<file path="config.mk">
export PLATFORM = sky130hd
export DESIGN_NAME = execute_stage_flat
export DESIGN_NICKNAME = d
export VERILOG_FILES = /design/src/rtl/execute_stage_if.sv /design/src/rtl/execute_stage.sv /design/src/flat_wrapper.sv
export SDC_FILE = /design/constraint.sdc
export NUM_CORES = 1
export LEC_CHECK = 0
export CAP_MARGIN = 20
export CORE_MARGIN = 5
export CORE_UTILIZATION = 38
export DETAILED_ROUTE_END_ITERATION = 7
export GPL_ROUTABILITY_DRIVEN = 0
export GPL_TIMING_DRIVEN = 0
export PLACE_DENSITY_LB_ADDON = 0.2
export REMOVE_ABC_BUFFERS = 1
export SLEW_MARGIN = 20
export SYNTH_ARGS = -nofsm -noshare
export SYNTH_HDL_FRONTEND = slang
export SYNTH_SLANG_ARGS = --single-unit
</file>
<file path="constraint.sdc">
create_clock -name clk -period 4.64 [get_ports clk]
set_input_delay 0.928 -clock clk [delete_from_list [all_inputs] [get_ports clk]]
set_output_delay 0.928 -clock clk [all_outputs]
set_load 0.02 [all_outputs]
</file>
<file path="src/rtl/execute_stage_if.sv">
// Signal bundle around the execute stage: decode handshake, shared ALU hookup,
// memory-side output buffer and condition codes.
interface execute_stage_if #(
    parameter int unsigned DataW = 32
);
    logic             d_valid;
    logic             d_ready;
    logic [3:0]       d_icode;
    logic [3:0]       d_ifun;
    logic [DataW-1:0] d_valA;
    logic [DataW-1:0] d_valB;
    logic [DataW-1:0] d_valC;
    logic [3:0]       d_dstE;
    logic [3:0]       d_dstM;

    logic [DataW-1:0] alu_a;
    logic [DataW-1:0] alu_b;
    logic [3:0]       alu_fun;
    logic [DataW-1:0] alu_valE;

    logic             e_squash;

    logic             m_valid;
    logic             m_ready;
    logic [3:0]       m_icode;
    logic [1:0]       m_stat;
    logic             m_cnd;
    logic [DataW-1:0] m_valE;
    logic [DataW-1:0] m_valA;
    logic [3:0]       m_dstE;
    logic [3:0]       m_dstM;

    logic             cc_zf;
    logic             cc_sf;
    logic             cc_of;

    // Environment side: decode, ALU and memory stage.
    modport master (
        output d_valid, d_icode, d_ifun, d_valA, d_valB, d_valC, d_dstE, d_dstM,
        output alu_valE, e_squash, m_ready,
        input  d_ready, alu_a, alu_b, alu_fun,
        input  m_valid, m_icode, m_stat, m_cnd, m_valE, m_valA, m_dstE, m_dstM,
        input  cc_zf, cc_sf, cc_of
    );

    // Execute stage side.
    modport slave (
        input  d_valid, d_icode, d_ifun, d_valA, d_valB, d_valC, d_dstE, d_dstM,
        input  alu_valE, e_squash, m_ready,
        output d_ready, alu_a, alu_b, alu_fun,
        output m_valid, m_icode, m_stat, m_cnd, m_valE, m_valA, m_dstE, m_dstM,
        output cc_zf, cc_sf, cc_of
    );
endinterface

</file>
<file path="src/rtl/execute_stage.sv">
// Execute stage: selects operands for the shared ALU, owns the condition codes,
// evaluates jXX/cmovXX conditions and registers results into a 1-entry buffer.
module execute_stage #(
    parameter int unsigned DataW     = 32,
    parameter logic [3:0]  Rnone     = 4'hF,
    parameter int unsigned StackStep = 4
) (
    input  logic           clk,
    input  logic           rst_n,
    execute_stage_if.slave bus
);
    localparam int unsigned Msb = DataW - 1;

    localparam logic [3:0] IHalt  = 4'h0;
    localparam logic [3:0] ICmov  = 4'h2;
    localparam logic [3:0] IIrmov = 4'h3;
    localparam logic [3:0] IRmmov = 4'h4;
    localparam logic [3:0] IMrmov = 4'h5;
    localparam logic [3:0] IOp    = 4'h6;
    localparam logic [3:0] IJxx   = 4'h7;
    localparam logic [3:0] ICall  = 4'h8;
    localparam logic [3:0] IRet   = 4'h9;
    localparam logic [3:0] IPush  = 4'hA;
    localparam logic [3:0] IPop   = 4'hB;

    localparam logic [3:0] AluAdd = 4'h0;
    localparam logic [3:0] AluSub = 4'h1;

    localparam logic [1:0] StatAok = 2'd0;
    localparam logic [1:0] StatHlt = 2'd1;
    localparam logic [1:0] StatIns = 2'd2;

    typedef enum logic [0:0] {StRun, StHalt} state_e;

    state_e           state_q, state_d;
    logic [DataW-1:0] alu_a, alu_b;
    logic [3:0]       alu_fun;
    logic [1:0]       stat;
    logic             cnd;
    logic             new_zf, new_sf, new_of;
    logic             ready, accept;

    logic             zf_q, zf_d, sf_q, sf_d, of_q, of_d;
    logic             m_valid_q, m_valid_d;
    logic [3:0]       m_icode_q, m_icode_d;
    logic [1:0]       m_stat_q, m_stat_d;
    logic             m_cnd_q, m_cnd_d;
    logic [DataW-1:0] m_val_e_q, m_val_e_d;
    logic [DataW-1:0] m_val_a_q, m_val_a_d;
    logic [3:0]       m_dst_e_q, m_dst_e_d;
    logic [3:0]       m_dst_m_q, m_dst_m_d;

    always_comb begin
        alu_a   = '0;
        alu_b   = '0;
        alu_fun = AluAdd;
        case (bus.d_icode)
            ICmov:  alu_a = bus.d_valA;
            IIrmov: alu_a = bus.d_valC;
            IRmmov, IMrmov: begin
                alu_a = bus.d_valC;
                alu_b = bus.d_valB;
            end
            IOp: begin
                alu_a   = bus.d_valB;
                alu_b   = bus.d_valA;
                alu_fun = bus.d_ifun;
            end
            ICall, IPush: begin
                alu_a   = bus.d_valB;
                alu_b   = DataW'(StackStep);
                alu_fun = AluSub;
            end
            IRet, IPop: begin
                alu_a = bus.d_valB;
                alu_b = DataW'(StackStep);
            end
            default: ;
        endcase
    end

    always_comb begin
        stat = StatAok;
        if (bus.d_icode > 4'hB || (bus.d_icode == IOp && bus.d_ifun > 4'd3) ||
            ((bus.d_icode == ICmov || bus.d_icode == IJxx) && bus.d_ifun > 4'd6)) begin
            stat = StatIns;
        end else if (bus.d_icode == IHalt) begin
            stat = StatHlt;
        end
    end

    // Conditions read the registered flags, so an OP accepted last cycle is already visible.
    always_comb begin
        cnd = 1'b1;
        if (bus.d_icode == ICmov || bus.d_icode == IJxx) begin
            case (bus.d_ifun)
                4'd0:    cnd = 1'b1;
                4'd1:    cnd = (sf_q ^ of_q) | zf_q;
                4'd2:    cnd = sf_q ^ of_q;
                4'd3:    cnd = zf_q;
                4'd4:    cnd = ~zf_q;
                4'd5:    cnd = ~(sf_q ^ of_q);
                4'd6:    cnd = ~(sf_q ^ of_q) & ~zf_q;
                default: cnd = 1'b0;
            endcase
        end
    end

    always_comb begin
        new_zf = (bus.alu_valE == '0);
        new_sf = bus.alu_valE[Msb];
        case (alu_fun)
            AluAdd:  new_of = (alu_a[Msb] == alu_b[Msb]) && (bus.alu_valE[Msb] != alu_a[Msb]);
            AluSub:  new_of = (alu_a[Msb] != alu_b[Msb]) && (bus.alu_valE[Msb] != alu_a[Msb]);
            default: new_of = 1'b0;
        endcase
    end

    always_comb begin
        ready  = (state_q == StRun) && (!m_valid_q || bus.m_ready) && !bus.e_squash;
        accept = bus.d_valid && ready;

        state_d = state_q;
        if (accept && stat != StatAok) begin
            state_d = StHalt;
        end

        zf_d = zf_q;
        sf_d = sf_q;
        of_d = of_q;
        if (accept && bus.d_icode == IOp && stat == StatAok) begin
            zf_d = new_zf;
            sf_d = new_sf;
            of_d = new_of;
        end

        m_valid_d = m_valid_q;
        m_icode_d = m_icode_q;
        m_stat_d  = m_stat_q;
        m_cnd_d   = m_cnd_q;
        m_val_e_d = m_val_e_q;
        m_val_a_d = m_val_a_q;
        m_dst_e_d = m_dst_e_q;
        m_dst_m_d = m_dst_m_q;
        if (bus.e_squash) begin
            m_valid_d = 1'b0;
        end else if (accept) begin
            m_valid_d = 1'b1;
            m_icode_d = bus.d_icode;
            m_stat_d  = stat;
            m_cnd_d   = cnd;
            m_val_e_d = bus.alu_valE;
            m_val_a_d = bus.d_valA;
            m_dst_e_d = bus.d_dstE;
            m_dst_m_d = bus.d_dstM;
            if (stat == StatIns) begin
                m_dst_e_d = Rnone;
                m_dst_m_d = Rnone;
            end else if (bus.d_icode == ICmov && !cnd) begin
                m_dst_e_d = Rnone;
            end
        end else if (bus.m_ready) begin
            m_valid_d = 1'b0;
        end
    end

    always_ff @(posedge clk or negedge rst_n) begin
        if (!rst_n) begin
            state_q   <= StRun;
            zf_q      <= 1'b1;
            sf_q      <= 1'b0;
            of_q      <= 1'b0;
            m_valid_q <= 1'b0;
            m_icode_q <= 4'h0;
            m_stat_q  <= StatAok;
            m_cnd_q   <= 1'b0;
            m_val_e_q <= '0;
            m_val_a_q <= '0;
            m_dst_e_q <= Rnone;
            m_dst_m_q <= Rnone;
        end else begin
            state_q   <= state_d;
            zf_q      <= zf_d;
            sf_q      <= sf_d;
            of_q      <= of_d;
            m_valid_q <= m_valid_d;
            m_icode_q <= m_icode_d;
            m_stat_q  <= m_stat_d;
            m_cnd_q   <= m_cnd_d;
            m_val_e_q <= m_val_e_d;
            m_val_a_q <= m_val_a_d;
            m_dst_e_q <= m_dst_e_d;
            m_dst_m_q <= m_dst_m_d;
        end
    end

    assign bus.d_ready = ready;
    assign bus.alu_a   = alu_a;
    assign bus.alu_b   = alu_b;
    assign bus.alu_fun = alu_fun;
    assign bus.m_valid = m_valid_q;
    assign bus.m_icode = m_icode_q;
    assign bus.m_stat  = m_stat_q;
    assign bus.m_cnd   = m_cnd_q;
    assign bus.m_valE  = m_val_e_q;
    assign bus.m_valA  = m_val_a_q;
    assign bus.m_dstE  = m_dst_e_q;
    assign bus.m_dstM  = m_dst_m_q;
    assign bus.cc_zf   = zf_q;
    assign bus.cc_sf   = sf_q;
    assign bus.cc_of   = of_q;
endmodule

</file>
<file path="src/flat_wrapper.sv">
// flat-port wrapper written by rule: the top's interface ports become plain ports
module execute_stage_flat 
#(
    parameter int unsigned DataW     = 32,
    parameter logic [3:0]  Rnone     = 4'hF,
    parameter int unsigned StackStep = 4
)
  (clk, rst_n, bus_d_valid, bus_d_icode, bus_d_ifun, bus_d_valA, bus_d_valB, bus_d_valC, bus_d_dstE, bus_d_dstM, bus_alu_valE, bus_e_squash, bus_m_ready, bus_d_ready, bus_alu_a, bus_alu_b, bus_alu_fun, bus_m_valid, bus_m_icode, bus_m_stat, bus_m_cnd, bus_m_valE, bus_m_valA, bus_m_dstE, bus_m_dstM, bus_cc_zf, bus_cc_sf, bus_cc_of);
  execute_stage_if #(.DataW(DataW)) bus_i ();
  input  logic clk;
  input  logic rst_n;
  input wire logic [$bits(bus_i.d_valid)-1:0] bus_d_valid;
  input wire logic [$bits(bus_i.d_icode)-1:0] bus_d_icode;
  input wire logic [$bits(bus_i.d_ifun)-1:0] bus_d_ifun;
  input wire logic [$bits(bus_i.d_valA)-1:0] bus_d_valA;
  input wire logic [$bits(bus_i.d_valB)-1:0] bus_d_valB;
  input wire logic [$bits(bus_i.d_valC)-1:0] bus_d_valC;
  input wire logic [$bits(bus_i.d_dstE)-1:0] bus_d_dstE;
  input wire logic [$bits(bus_i.d_dstM)-1:0] bus_d_dstM;
  input wire logic [$bits(bus_i.alu_valE)-1:0] bus_alu_valE;
  input wire logic [$bits(bus_i.e_squash)-1:0] bus_e_squash;
  input wire logic [$bits(bus_i.m_ready)-1:0] bus_m_ready;
  output wire logic [$bits(bus_i.d_ready)-1:0] bus_d_ready;
  output wire logic [$bits(bus_i.alu_a)-1:0] bus_alu_a;
  output wire logic [$bits(bus_i.alu_b)-1:0] bus_alu_b;
  output wire logic [$bits(bus_i.alu_fun)-1:0] bus_alu_fun;
  output wire logic [$bits(bus_i.m_valid)-1:0] bus_m_valid;
  output wire logic [$bits(bus_i.m_icode)-1:0] bus_m_icode;
  output wire logic [$bits(bus_i.m_stat)-1:0] bus_m_stat;
  output wire logic [$bits(bus_i.m_cnd)-1:0] bus_m_cnd;
  output wire logic [$bits(bus_i.m_valE)-1:0] bus_m_valE;
  output wire logic [$bits(bus_i.m_valA)-1:0] bus_m_valA;
  output wire logic [$bits(bus_i.m_dstE)-1:0] bus_m_dstE;
  output wire logic [$bits(bus_i.m_dstM)-1:0] bus_m_dstM;
  output wire logic [$bits(bus_i.cc_zf)-1:0] bus_cc_zf;
  output wire logic [$bits(bus_i.cc_sf)-1:0] bus_cc_sf;
  output wire logic [$bits(bus_i.cc_of)-1:0] bus_cc_of;
  assign bus_i.d_valid = bus_d_valid;
  assign bus_i.d_icode = bus_d_icode;
  assign bus_i.d_ifun = bus_d_ifun;
  assign bus_i.d_valA = bus_d_valA;
  assign bus_i.d_valB = bus_d_valB;
  assign bus_i.d_valC = bus_d_valC;
  assign bus_i.d_dstE = bus_d_dstE;
  assign bus_i.d_dstM = bus_d_dstM;
  assign bus_i.alu_valE = bus_alu_valE;
  assign bus_i.e_squash = bus_e_squash;
  assign bus_i.m_ready = bus_m_ready;
  assign bus_d_ready = bus_i.d_ready;
  assign bus_alu_a = bus_i.alu_a;
  assign bus_alu_b = bus_i.alu_b;
  assign bus_alu_fun = bus_i.alu_fun;
  assign bus_m_valid = bus_i.m_valid;
  assign bus_m_icode = bus_i.m_icode;
  assign bus_m_stat = bus_i.m_stat;
  assign bus_m_cnd = bus_i.m_cnd;
  assign bus_m_valE = bus_i.m_valE;
  assign bus_m_valA = bus_i.m_valA;
  assign bus_m_dstE = bus_i.m_dstE;
  assign bus_m_dstM = bus_i.m_dstM;
  assign bus_cc_zf = bus_i.cc_zf;
  assign bus_cc_sf = bus_i.cc_sf;
  assign bus_cc_of = bus_i.cc_of;
  execute_stage #(.DataW(DataW), .Rnone(Rnone), .StackStep(StackStep)) u_core (.clk(clk), .rst_n(rst_n), .bus(bus_i));
endmodule
</file>
==> results of run 1 <==
-- flip-flops by register name, indices dropped and copies added (netlist names) --
name                flops
u_core.state_q          1
u_core.bus.m_valid      1
u_core.bus.cc_of        1
u_core.bus.m_dstM       4
u_core.bus.m_valE      32
u_core.bus.cc_zf        1
u_core.bus.m_stat       2
u_core.bus.m_cnd        1
u_core.bus.m_dstE       4
u_core.bus.cc_sf        1
u_core.bus.m_icode      4
u_core.bus.m_valA      32
-- report_power, final --
part	total (mW)	internal, mW	switching [mW]
Clock	0.785	0.488	0.296
Combinational	1.74	0.837	0.904
Sequential	1.22	1.05	0.163
-- synth_stat cells, types with 6 or more instances --
| cell | instances | area (µm²) |
|---|---|---|
| a21oi_1 | 7 | 35.03 |
| a222oi_1 | 31 | 310.3 |
| a22o_1 | 30 | 262.8 |
| clkbuf_1 | 34 | 127.6 |
| dfrtp_1 | 75 | 1877 |
| dfstp_2 | 9 | 236.5 |
| inv_1 | 32 | 120.1 |
| nand2_1 | 210 | 788.3 |
| nand2b_1 | 6 | 37.54 |
| nor2_1 | 14 | 52.55 |
| nor4_1 | 8 | 50.05 |
| o21ai_0 | 6 | 30.03 |
-- metal layers --
metal | vias to the layer above | global-route usage | part of all wire
met3 | 36 | 0.07150 | 0.097
li1 | 2373 | - | -
met1 | 2417 | 0.2912 | 0.37
met2 | 267 | 0.4308 | 0.51
met5 | - | 0 | 0
met4 | 0 | 0.1055 | 0.029
-- worst max-delay path by stage --
| stage | startpoint | to | slack, ns | depth (start not counted) |
|---|---|---|---|---|
| global placement | bus_d_icode[1] | bus_alu_a[2] | -4.89 | 6 |
| CTS | bus_d_icode[3] | bus_alu_a[23] | 0.01 | 8 |
| floorplan | bus_d_icode[0] | bus_alu_a[0] | -1.07 | 4 |
| finish | bus_d_icode[2] | bus_alu_a[21] | 0.15 | 6 |
| detailed placement | bus_d_icode[1] | bus_alu_a[21] | -0.53 | 6 |
| global route | bus_d_icode[2] | bus_alu_a[21] | 0.02 | 6 |
-- through the flow --
step | TNS [ns] | setup slack, ns | cells | utilization
after detailed placement | -14.42 | -0.5270 | 934 | 0.6679
after floorplan | -45.57 | -1.068 | 480 | -
after CTS | 0 | 0.01264 | 952 | 0.7007
after global placement | -324.21 | -4.894 | 923 | 0.6536
after global routing | 0 | 0.01836 | 954 | 0.7021
final | 0 | 0.1470 | 955 | 0.7023
-- what timing repair did --
| item | CTS | global route |
|---|---|---|
| cloned | 0 | 0 |
| endpoints found under the setup margin | 32 | 9 |
| pin swaps | 1 | 1 |
| hold buffers | 0 | 0 |
| resized for setup | 5 | 0 |
| setup buffers | 2 | 2 |
-- logic make-up (layout without fill, tap and decap cells) --
group / after synthesis / in the layout / synth area share
other: 0 / 1 / 0
buffers and inverters: 69 / 363 / 0.06152
XOR/XNOR: 3 / 3 / 0.006067
multiplexers: 1 / 1 / 0.002311
flip-flops: 84 / 84 / 0.4879
AO/OA/AOI/OAI: 92 / 92 / 0.1817
AND/OR/NAND/NOR: 268 / 268 / 0.2605
-- layout make-up --
cell class,count,area (µm²)
fill,921,3356
timing repair buffer,315,3147
sequential,84,2113
multi-input combinational,364,2027
clock buffer,11,242.7
tap,143,178.9
inverter,32,120.1
clock inverter,5,85.08
antenna,1,2.502
-- worst max-delay path, cell delays in order --
cell and delay, ns:
clkdlybuf4s50_1 0.80, nor4bb_4 0.43, nand2b_4 0.44, a222oi_1 0.19, inv_1 0.11, clkdlybuf4s50_1 0.64
==> flow_summary.ini, run 1 <==
[clocking]
clkLatencyLatePin_ns = 0.34
root_buffer = clkbuf_16
cts_buffers = 9
path_clk_slew_ns = 0.06
cts-htree-levels = 3
cts.sinks = 84
cts_tree = yes
cts_buffer_depth = 2

[worst_hold_path]
hold_path_depth = 2
worstHoldEndpoint = u_core.bus.m_valA[1]$_DFFE_PN0P_
worst_hold_path_type = reg -> reg
hold_path.startpoint = u_core.bus.m_valA[1]$_DFFE_PN0P_

[setup_path]
arrival_ns = 3.57
ff2ff_path_depth = 6
critPathCaptureType = primary output
critPathKind = in -> out
critPathLaunchType = input port
reg2reg_slack_ns = 2.31
reg2reg_from = u_core.state_q$_DFFE_PN0P_
reg2reg_to = u_core.bus.cc_of$_DFFE_PN0P_
required_ns = 3.71
cp_max_fo = 32

[global_routing]
grt_pass1_vias = 5086
grt_start_max_net_pins = 51
track_usage = 0.2502
grt_pass1_wl_mm = 26.39
grt-ovfl-total = 0
antenna_found_initial = 0

[flow_run]
max_cap_violations = 0

[timing]
period_minus_slack_ns = 4.493
hold_violations = 0
finalSetupViolCount = 0
rsz0062_at_grt = no
worst_slew_pin_slew_ns = 0.7688
fmax_mhz = 222.6
finClkSkew_ns = 0.008021
post-route-period-util = 0.9683
holdWs_ns = 0.4737
slew_viol_final = 0
relSlewSlack = 0.4808

[synth]
synth-seq-area-share = 0.4879
synth.distinct_cells = 43
synthArstFlopShare = 1.000
syn_avg_cell_area_um2 = 8.378
syn_area_mm2 = 0.004332
syn-instance-count = 517
synthFlopType = dfrtp_1
ys.warnings.count = 0
ys_ff_latch = 84
synth_edf_count = 0

[route]
post-route-drc-count = 0
firstDrtPassIters = 7
ant_nets = 0
avgRoutedWirePerCell_um = 18.79
drt-initial-drc-count = 565
vias = 5093
vias_per_cell = 5.333
wl_mm = 17.94

[run_status]
status = complete, no violations

[cells_and_area]
final_cell_area_mm2 = 0.007916
drive_above_1_share = 0.05919
mostFrequentLayoutCell = clkdlybuf4s50_1
fin_nets = 955
syn2layout_area_growth_pct = 82.76
layout_common_cells = clkdlybuf4s50_1 (298), nand2_1 (210), dfrtp_1 (75)

[die]
chipWidth_um = 116.8
rows = 39
num_io_pins = 301
start_util = 0.3843
die_h_um = 116.8
die_area_mm2 = 0.01363
core_area_mm2 = 0.01127

[placement]
placed_area_mm2 = 0.007528
place.detailed.hpwl_mm = 13.69
io_buffers = 300

[power]
total_power_mw = 3.742
max-vdd-ir-drop_mv = 0.3214
powerDensity_mw_per_mm2 = 472.7
leakagePower_nw = 3.634
Power figures use the tool's default switching activity.
==> inputs of run 2 (changes only) <==
--- a/config.mk
+++ b/config.mk
@@ -8,11 +8,13 @@
 export CAP_MARGIN = 20
 export CORE_MARGIN = 5
 export CORE_UTILIZATION = 38
+export CTS_BUF_LIST = sky130_fd_sc_hd__clkbuf_4 sky130_fd_sc_hd__clkbuf_8 sky130_fd_sc_hd__clkbuf_16
 export DETAILED_ROUTE_END_ITERATION = 7
 export GPL_ROUTABILITY_DRIVEN = 0
 export GPL_TIMING_DRIVEN = 0
 export PLACE_DENSITY_LB_ADDON = 0.2
 export REMOVE_ABC_BUFFERS = 1
+export SETUP_SLACK_MARGIN = 0.15
 export SLEW_MARGIN = 20
 export SYNTH_ARGS = -nofsm -noshare
 export SYNTH_HDL_FRONTEND = slang
==> flow_summary.ini, run 2 (same netlist as run 1, synthesis figures left out) <==
[run_status]
status = complete, no violations

[power]
power_frac_comb = 0.465
max-vdd-ir-drop_mv = 0.3213
swShare = 0.3647
clockPowerShare = 0.211
powerDensity_mw_per_mm2 = 473.3
leakagePower_nw = 3.664
seqPwrFrac = 0.324
cell_internal_pwr_mw = 2.384
p_switching_mw = 1.369

[die]
start_util = 0.3843
core_area_mm2 = 0.01127
rows = 39
num_io_pins = 301
die_h_um = 116.8
chipWidth_um = 116.8
die_area_mm2 = 0.01363

[timing]
slew_viol_final = 0
finClkSkew_ns = 0.008123
finalSetupViolCount = 0
period_minus_slack_ns = 4.211
hold_violations = 0
holdWs_ns = 0.4739
relSlewSlack = 0.4946
post-route-period-util = 0.9074
fmax_mhz = 237.5
worst_slew_pin_slew_ns = 0.7484
rsz0062_at_grt = no

[worst_hold_path]
worstHoldEndpoint = u_core.bus.m_valA[19]$_DFFE_PN0P_
worst_hold_path_type = reg -> reg
hold_path.startpoint = u_core.bus.m_valA[19]$_DFFE_PN0P_
hold_path_depth = 2

[clocking]
holdBufCountCts = 0
cts-htree-levels = 3
cts.sinks = 84
cts_buffers = 9
path_clk_slew_ns = 0.06
clkLatencyLatePin_ns = 0.34
cts_tree = yes
cts_buffer_depth = 2
root_buffer = clkbuf_16

[setup_path]
crit_family = buffers and inverters
slowest_stage = clkdlybuf4s50_1
cp_max_fo = 15
critPathMaxStageDelay_ns = 0.62
crit_cells = 8
critPathCaptureType = primary output
reg2reg_slack_ns = 2.32
reg2reg_from = u_core.state_q$_DFFE_PN0P_
cp_common_cell = buf_4
required_ns = 3.71
critPathKind = in -> out
arrival_ns = 3.28
reg2reg_to = u_core.bus.cc_of$_DFFE_PN0P_
path_buf_inv = 6
crit_path_cell_trace = dlygate4sd2_1 > nor4b_4 > buf_4 > buf_4 > buf_2 > a222oi_1 > inv_1 > clkdlybuf4s50_1
ff2ff_path_depth = 6
critPathLaunchType = input port

[route]
ant_nets = 0
post-route-drc-count = 0
vias = 5120
wl_mm = 18.21
firstDrtPassIters = 8
drt-initial-drc-count = 624
vias_per_cell = 5.361
avgRoutedWirePerCell_um = 19.06

[global_routing]
busiest_layer = met2
met2_usage = 0.4334
grt-ovfl-total = 0
grt.met3_usage = 0.07927
grt_start_max_net_pins = 51
grt_pass1_vias = 5111
met1_usage = 0.2922
grt_pass1_wl_mm = 26.51
antenna_found_initial = 0
track_usage = 0.2510

[cells_and_area]
layout_common_cells = clkdlybuf4s50_1 (295), nand2_1 (210), dfrtp_1 (75)
fin_nets = 955
nFillCells = 922
drive_above_1_share = 0.06042
final_cell_area_mm2 = 0.007929
syn2layout_area_growth_pct = 83.04
mostFrequentLayoutCell = clkdlybuf4s50_1

[placement]
placed_area_mm2 = 0.007528
io_buffers = 300
place.detailed.hpwl_mm = 13.69

[flow_run]
max_cap_violations = 0
-- run 2: changes by cell type in the layout (fill, tap and decap cells not counted) --
| cell | previous run | this run |
|---|---|---|
| buf_4 | 12 | 11 |
| clkbuf_4 | 0 | 1 |
| clkdlybuf4s50_1 | 298 | 295 |
| dlymetal6s2s_1 | 0 | 3 |
| nand2b_2 | 0 | 1 |
| clkbuf_1 | 1 | 0 |
-- run 2: through the flow --
stage / power (mW) / setup WS (ns) / util / TNS, ns / cells
floorplan: 1.966 / -1.068 / - / -45.57 / 480
global placement: 2.929 / -4.894 / 0.6536 / -324.21 / 923
detailed placement: 2.972 / -0.5270 / 0.6679 / -14.42 / 934
CTS: 3.776 / 0.1641 / 0.7017 / 0 / 953
global route: 3.948 / 0.2837 / 0.7032 / 0 / 954
finish: 3.753 / 0.4295 / 0.7034 / 0 / 955
-- run 2: tightest hold or removal path: cells and delay by family (launching register included) --
kind / cells / cell delay (ns)
flip-flops: 1 / 0.34
AND/OR/NAND/NOR: 2 / 0.10
-- run 2: worst max path at each step --
stage,from,end,slack (ns)
2_1_floorplan,bus_d_icode[0],bus_alu_a[0],-1.07
3_3_place_gp,bus_d_icode[1],bus_alu_a[2],-4.89
3_5_place_dp,bus_d_icode[1],bus_alu_a[21],-0.53
4_1_cts,bus_d_icode[2],bus_alu_a[21],0.16
5_1_grt,bus_d_icode[1],bus_alu_a[29],0.28
6_report,bus_d_icode[1],bus_alu_a[23],0.43
-- run 2: power by group through the flow --
stage,combinational [mW],clock (mW),sequential (mW)
after floorplan,0.383,0,1.58
after global placement,1.72,0,1.21
after detailed placement,1.75,0,1.23
after CTS,1.76,0.800,1.22
after global routing,1.85,0.840,1.26
final,1.74,0.793,1.22
-- run 2: metal layers --
layer	up-vias	share of wire
li1	2375	-
met1	2440	0.37
met2	272	0.51
met3	33	0.10
met4	0	0.027
met5	-	0
-- run 2: timing repair --
action	4_1_cts	5_1_grt
gates resized for setup	5	3
gates cloned	0	1
setup buffers	3	0
pin swaps	2	0
setup endpoints to repair	60	48
-- run 2: cell type report --
cell class / count / area, µm² / share of cell area
clock inverters: 5 / 85.08 / 0.01073
repair buffers: 314 / 3147 / 0.3969
diodes: 1 / 2.502 / 0.0003156
clock buffers: 11 / 246.5 / 0.03109
multi-input cells: 365 / 2036 / 0.2567
well taps: 143 / 178.9 / 0.02257
inverters: 32 / 120.1 / 0.01515
flip-flops and latches: 84 / 2113 / 0.2665
==> inputs of run 3 (changes only) <==
--- a/config.mk
+++ b/config.mk
@@ -12,6 +12,7 @@
 export DETAILED_ROUTE_END_ITERATION = 7
 export GPL_ROUTABILITY_DRIVEN = 0
 export GPL_TIMING_DRIVEN = 0
+export MAX_ROUTING_LAYER = met4
 export PLACE_DENSITY_LB_ADDON = 0.2
 export REMOVE_ABC_BUFFERS = 1
 export SETUP_SLACK_MARGIN = 0.15
==> flow_summary.ini, run 3 (same netlist as run 1, synthesis figures left out) <==
[die]
rows = 39
start_util = 0.3843
core_area_mm2 = 0.01127
die_h_um = 116.8
chipWidth_um = 116.8
die_area_mm2 = 0.01363
num_io_pins = 301

[power]
max-vdd-ir-drop_mv = 0.3213
total_power_mw = 3.749
leakagePower_nw = 3.664
powerDensity_mw_per_mm2 = 472.8

[global_routing]
track_usage = 0.2589
antenna_found_initial = 0
grt-ovfl-total = 0
grt_start_max_net_pins = 51
grt_pass1_wl_mm = 26.50
grt_pass1_vias = 5145

[route]
wl_mm = 18.15
post-route-drc-count = 0
vias_per_cell = 5.396
firstDrtPassIters = 8
ant_nets = 0
drt-initial-drc-count = 609
avgRoutedWirePerCell_um = 19.01
vias = 5153

[timing]
rsz0062_at_grt = no
layout_setup_ws_ns = 0.4258
worst_slew_pin_slew_ns = 0.7874
finClkSkew_ns = 0.008691
period_minus_slack_ns = 4.214
slew_viol_final = 0
fmax_mhz = 237.3
relSlewSlack = 0.4682
hold_violations = 0
finalSetupViolCount = 0
post-route-period-util = 0.9082

[clocking]
clkLatencyLatePin_ns = 0.34
cts_buffer_depth = 2
cts-htree-levels = 3
cts_tree = yes
path_clk_slew_ns = 0.06
cts.sinks = 84
root_buffer = clkbuf_16
cts_buffers = 9

[setup_path]
ff2ff_path_depth = 6
arrival_ns = 3.29
critPathKind = in -> out
crit_path_cell_trace = dlygate4sd2_1 > nor4b_4 > buf_4 > buf_4 > buf_2 > a222oi_1 > inv_1 > clkdlybuf4s50_1
cp_common_cell = buf_4
critPathLaunchType = input port
critPathCaptureType = primary output
cp_max_fo = 15
required_ns = 3.71
critPathMaxStageDelay_ns = 0.62
slowest_stage = clkdlybuf4s50_1

[cells_and_area]
mostFrequentLayoutCell = clkdlybuf4s50_1
syn2layout_area_growth_pct = 83.04
layout_common_cells = clkdlybuf4s50_1 (295), nand2_1 (210), dfrtp_1 (75)
final_cells = 955
multiInputGateArea_mm2 = 0.002036
nFillCells = 922
drive_above_1_share = 0.06042
seqCellArea_mm2 = 0.002113
fin_nets = 955

[worst_hold_path]
hold_path_depth = 2
worst_hold_path_type = reg -> reg

[flow_run]
max_cap_violations = 0

[placement]
place.detailed.hpwl_mm = 13.69
io_buffers = 300
dpl.cell_count = 934
place_ws_ns = -0.5270

[run_status]
status = complete, no violations
-- run 3: layout make-up --
| type | instances | share of cell area |
|---|---|---|
| timing repair buffer | 314 | 0.3969 |
| sequential | 84 | 0.2665 |
| multi-input combinational | 365 | 0.2567 |
| clock buffer | 11 | 0.03109 |
| tap | 143 | 0.02257 |
| inverter | 32 | 0.01515 |
| clock inverter | 5 | 0.01073 |
| antenna | 1 | 0.0003156 |
-- run 3: report_power, final --
part / internal [mW] / switching [mW] / leakage, nW
registers: 1.05 / 0.162 / 1.02
logic: 0.837 / 0.907 / 2.48
clock network: 0.494 / 0.296 / 0.159
total: 2.38 / 1.36 / 3.66
-- run 3: worst paths after layout --
| path | from | slack [ns] | to |
|---|---|---|---|
| setup reg to reg | u_core.state_q$_DFFE_PN0P_ | 2.31 | u_core.bus.cc_of$_DFFE_PN0P_ |
| max in group asynchronous | rst_n | 3.40 | u_core.bus.cc_zf$_DFFE_PN1P_ |
| min in group asynchronous | rst_n | 0.56 | u_core.bus.m_valE[16]$_DFFE_PN0P_ |
| hold / removal | u_core.bus.m_valA[1]$_DFFE_PN0P_ | 0.47 | u_core.bus.m_valA[1]$_DFFE_PN0P_ |
| setup / recovery | bus_d_icode[1] | 0.43 | bus_alu_a[23] |
| hold reg to reg | u_core.bus.m_valA[1]$_DFFE_PN0P_ | 0.47 | u_core.bus.m_valA[1]$_DFFE_PN0P_ |
-- run 3: critical path: cells and delay by family --
family,cells,cell delay [ns]
buffers and inverters,6,1.91
AOI/OAI and AO/OA,1,0.11
and+or+nand+nor,1,0.34
-- run 3: repair_timing --
| action | 4_1_cts | 5_1_grt |
|---|---|---|
| hold buffers | 0 | 0 |
| setup endpoints to repair | 60 | 46 |
| buffers inserted | 3 | 0 |
| gates resized for setup | 5 | 3 |
| hold endpoints to repair | 0 | 0 |
| pin swaps | 2 | 0 |
| cloned | 0 | 1 |
-- run 3: routing by layer --
layer  share of wire  GRT usage  vias up
met5               0          -        -
met4           0.025    0.08945        0
met3           0.097    0.06891       30
met2            0.51     0.4361      305
met1            0.37     0.2984     2442
li1                -          -     2376
-- run 3: stage by stage --
stage	hold slack [ns]	area, µm²	setup TNS, ns	utilization
2_1_floorplan	0.4287	4185	-45.57	-
3_3_place_gp	0.4577	7367	-324.21	0.6536
3_5_place_dp	0.4627	7528	-14.42	0.6679
4_1_cts	0.4783	7910	0	0.7017
5_1_grt	0.4902	7926	0	0.7032
6_report	0.4743	7929	0	0.7034
==> RTL edit (settings of run 2) <==
Reset style: synchronous (`rst_n`), changed in one clocked block.
--- a/src/rtl/execute_stage.sv
+++ b/src/rtl/execute_stage.sv
@@ -164,7 +164,7 @@
         end
     end
 
-    always_ff @(posedge clk or negedge rst_n) begin
+    always_ff @(posedge clk) begin
         if (!rst_n) begin
             state_q   <= StRun;
             zf_q      <= 1'b1;
Behaviour: differs if rst_n is asserted again (counterexample within 4 cycles, from zero or initial values and one cycle with rst_n low); with rst_n held inactive, the same outputs for 4 cycles.
==> RTL edit against run 2 <==
Die area decreased by 1.2%. Critical path depth decreased by 3. Core utilization up 0.89 points. Synthesized area fell by 1.3%. Critical path type unchanged. Sequential cell count is the same. Largest cell class unchanged. Wire length fell by 1.6%. Fmax is 3.5% lower. Final area fell by 1.8%. Count of clock-buffer cells in the layout stayed put. Highest routed layer unchanged. Register-to-register slack gained 0.11 ns. Worst setup slack lost 0.15 ns.
Power is not compared: it rests on default switching activity, and its combinational part moved more than twofold at a synthesized area within 25%.
==> RTL edit: results (changes against run 2) <==
Status
  – Status: completed

Route
  – Total vias in the final route: 5,147 (+0.53%)
  – DRT iter0 DRCs: 549 (-12%)
  – Final WL: 17,900 µm (-1.6%)
  – TritonRoute pass-1 iters: 7 (-1)

Worst hold path
  – Min-delay worst type: reg2reg
  – Hold EP: u_core.bus.m_valE[31]$_SDFFE_PN0P_
  – Worst hold path stage count: 2 (unchanged)
  – Min-delay src: u_core.bus.m_valE[31]$_SDFFE_PN0P_

Placed design
  – IO Port Bufs: 300 (unchanged)
  – DP HPWL: 13,800 µm (+0.61%)
  – Post-place instance area: 0.00746 mm² (-0.88%)
  – Pre-CTS setup slack: 0.109 ns (+0.636 ns)

Synth
  – Synth cell types: 53 (+23%)
  – Sequential-to-total area share from yosys stat: 0.393 (-0.0945)
  – Ys flop type: dfxtp_1
  – Top cells by area, synth: dfxtp_1 (39%), nand2_1 (13%), a21boi_0 (8.1%)
  – Ys Warns: 0 (unchanged)
  – Asr flop ratio synth: 0 (-1.00)
  – Commonest cells in the netlist: nand2_1 (146), dfxtp_1 (84), a21boi_0 (46)

STA
  – Worst hold margin: 0.450 ns (-0.0237 ns)
  – Clock skew: 0.00437 ns (-0.00375 ns)
  – Slew HR: 0.460 (-0.0343)

Clock tree
  – Worst skew pair latency: 0.33 ns
  – Total CTS buffers: 9 (unchanged)
  – Root Driver: clkbuf_16
  – H-Tree Depth: 3 (unchanged)
  – Clock slew at reported path FFs: 0.06 ns (about the same)
  – Max Root-Sink Buffers: 2 (unchanged)

Pwr
  – Lkg Pwr: 2.97 nW
  – Maximum vdd drop: 0.220 mV

Global routing
  – First-pass GRT wire length: 26,600 µm (+0.49%)
  – Largest net degree at the start of global routing: 84 (+65%)
  – Gr usage total: 0.251 (about the same)
  – Vias in the first global route: 5,144 (+0.65%)
  – Initial antenna violation count: 1 (+1)

Setup path
  – Reg2reg start: u_core.bus.m_valid$_SDFFE_PP0P_
  – R2R setup slack: 2.43 ns (+0.11 ns)
  – Worst Path Max Fanout: 30 (+15)
  – RR Endpoint: u_core.bus.m_valE[5]$_SDFFE_PN0P_
  – Worst reg2reg path depth: 7 (+1)

Finish
  – Share of cells above drive strength 1: 0.0556 (-0.00486)
  – Fillcell total: 886 (-3.9%)
  – Final nets: 954 (-0.10%)
-- RTL edit: worst max-delay path by stage --
stage,start,depth (start not counted),to,slack (ns)
2_1_floorplan,bus_m_ready,6,u_core.bus.cc_of$_SDFFE_PN0P_,0.90
3_3_place_gp,bus_d_icode[1],7,bus_alu_a[2],-1.22
3_5_place_dp,bus_d_icode[1],8,bus_alu_a[5],0.11
4_1_cts,bus_d_icode[1],8,bus_alu_a[10],0.18
5_1_grt,bus_d_icode[3],5,bus_alu_b[3],0.19
6_report,bus_d_icode[3],5,bus_alu_b[3],0.28
-- RTL edit: routing by layer --
metal	routed length [µm]	track usage	share of wire
met1	6300	0.268	0.35
met2	9010	0.453	0.50
met3	1980	0.0809	0.11
met4	622	0.105	0.035
met5	0	0	0
-- RTL edit: layout make-up --
type / count / share of cell area
Clock buffer: 11 / 0.0324
Multi-Input combinational cell: 364 / 0.297
Inverter: 34 / 0.0164
Tap cell: 140 / 0.0225
Antenna cell: 1 / 0.000321
Clock inverter: 5 / 0.00771
Sequential cell: 84 / 0.216
Timing Repair Buffer: 312 / 0.408
-- RTL edit: critical path, stage by stage --
cell and delay (ns):
clkdlybuf4s50_1 0.66, nand2b_4 0.31, nor2_4 0.64, a22o_1 0.22, clkdlybuf4s50_1 0.64
-- RTL edit: timing repair --
item,CTS,global route
buffers inserted,1,0
endpoints found under the setup margin,10,17
cloned,0,0
pin swaps,1,0
hold buffers,0,0
resized for setup,0,2
-- RTL edit: cells by family after synthesis --
| logic type | count (synthesis) | synth area share |
|---|---|---|
| flip-flops | 84 | 0.393 |
| AO/OA/AOI/OAI | 161 | 0.304 |
| buffers and inverters | 78 | 0.0758 |
| multiplexers | 3 | 0.00732 |
| XOR/XNOR | 3 | 0.00615 |
| AND/OR/NAND/NOR | 197 | 0.214 |
-- RTL edit: power by group --
| part | switching (mW) | leakage, nW | internal, mW |
|---|---|---|---|
| combinational | 0.278 | 2.14 | 0.306 |
| sequential | 0.0168 | 0.686 | 0.755 |
| clock | 0.288 | 0.140 | 0.446 |
| total | 0.583 | 2.97 | 1.51 |
-- RTL edit: metrics by stage --
step                      utilization  cells  setup TNS (ns)
final                           0.712    951               0
after global routing            0.712    951               0
after CTS                       0.712    950               0
after detailed placement        0.682    933               0
after global placement          0.664    922          -71.67
after floorplan                     -    482               0
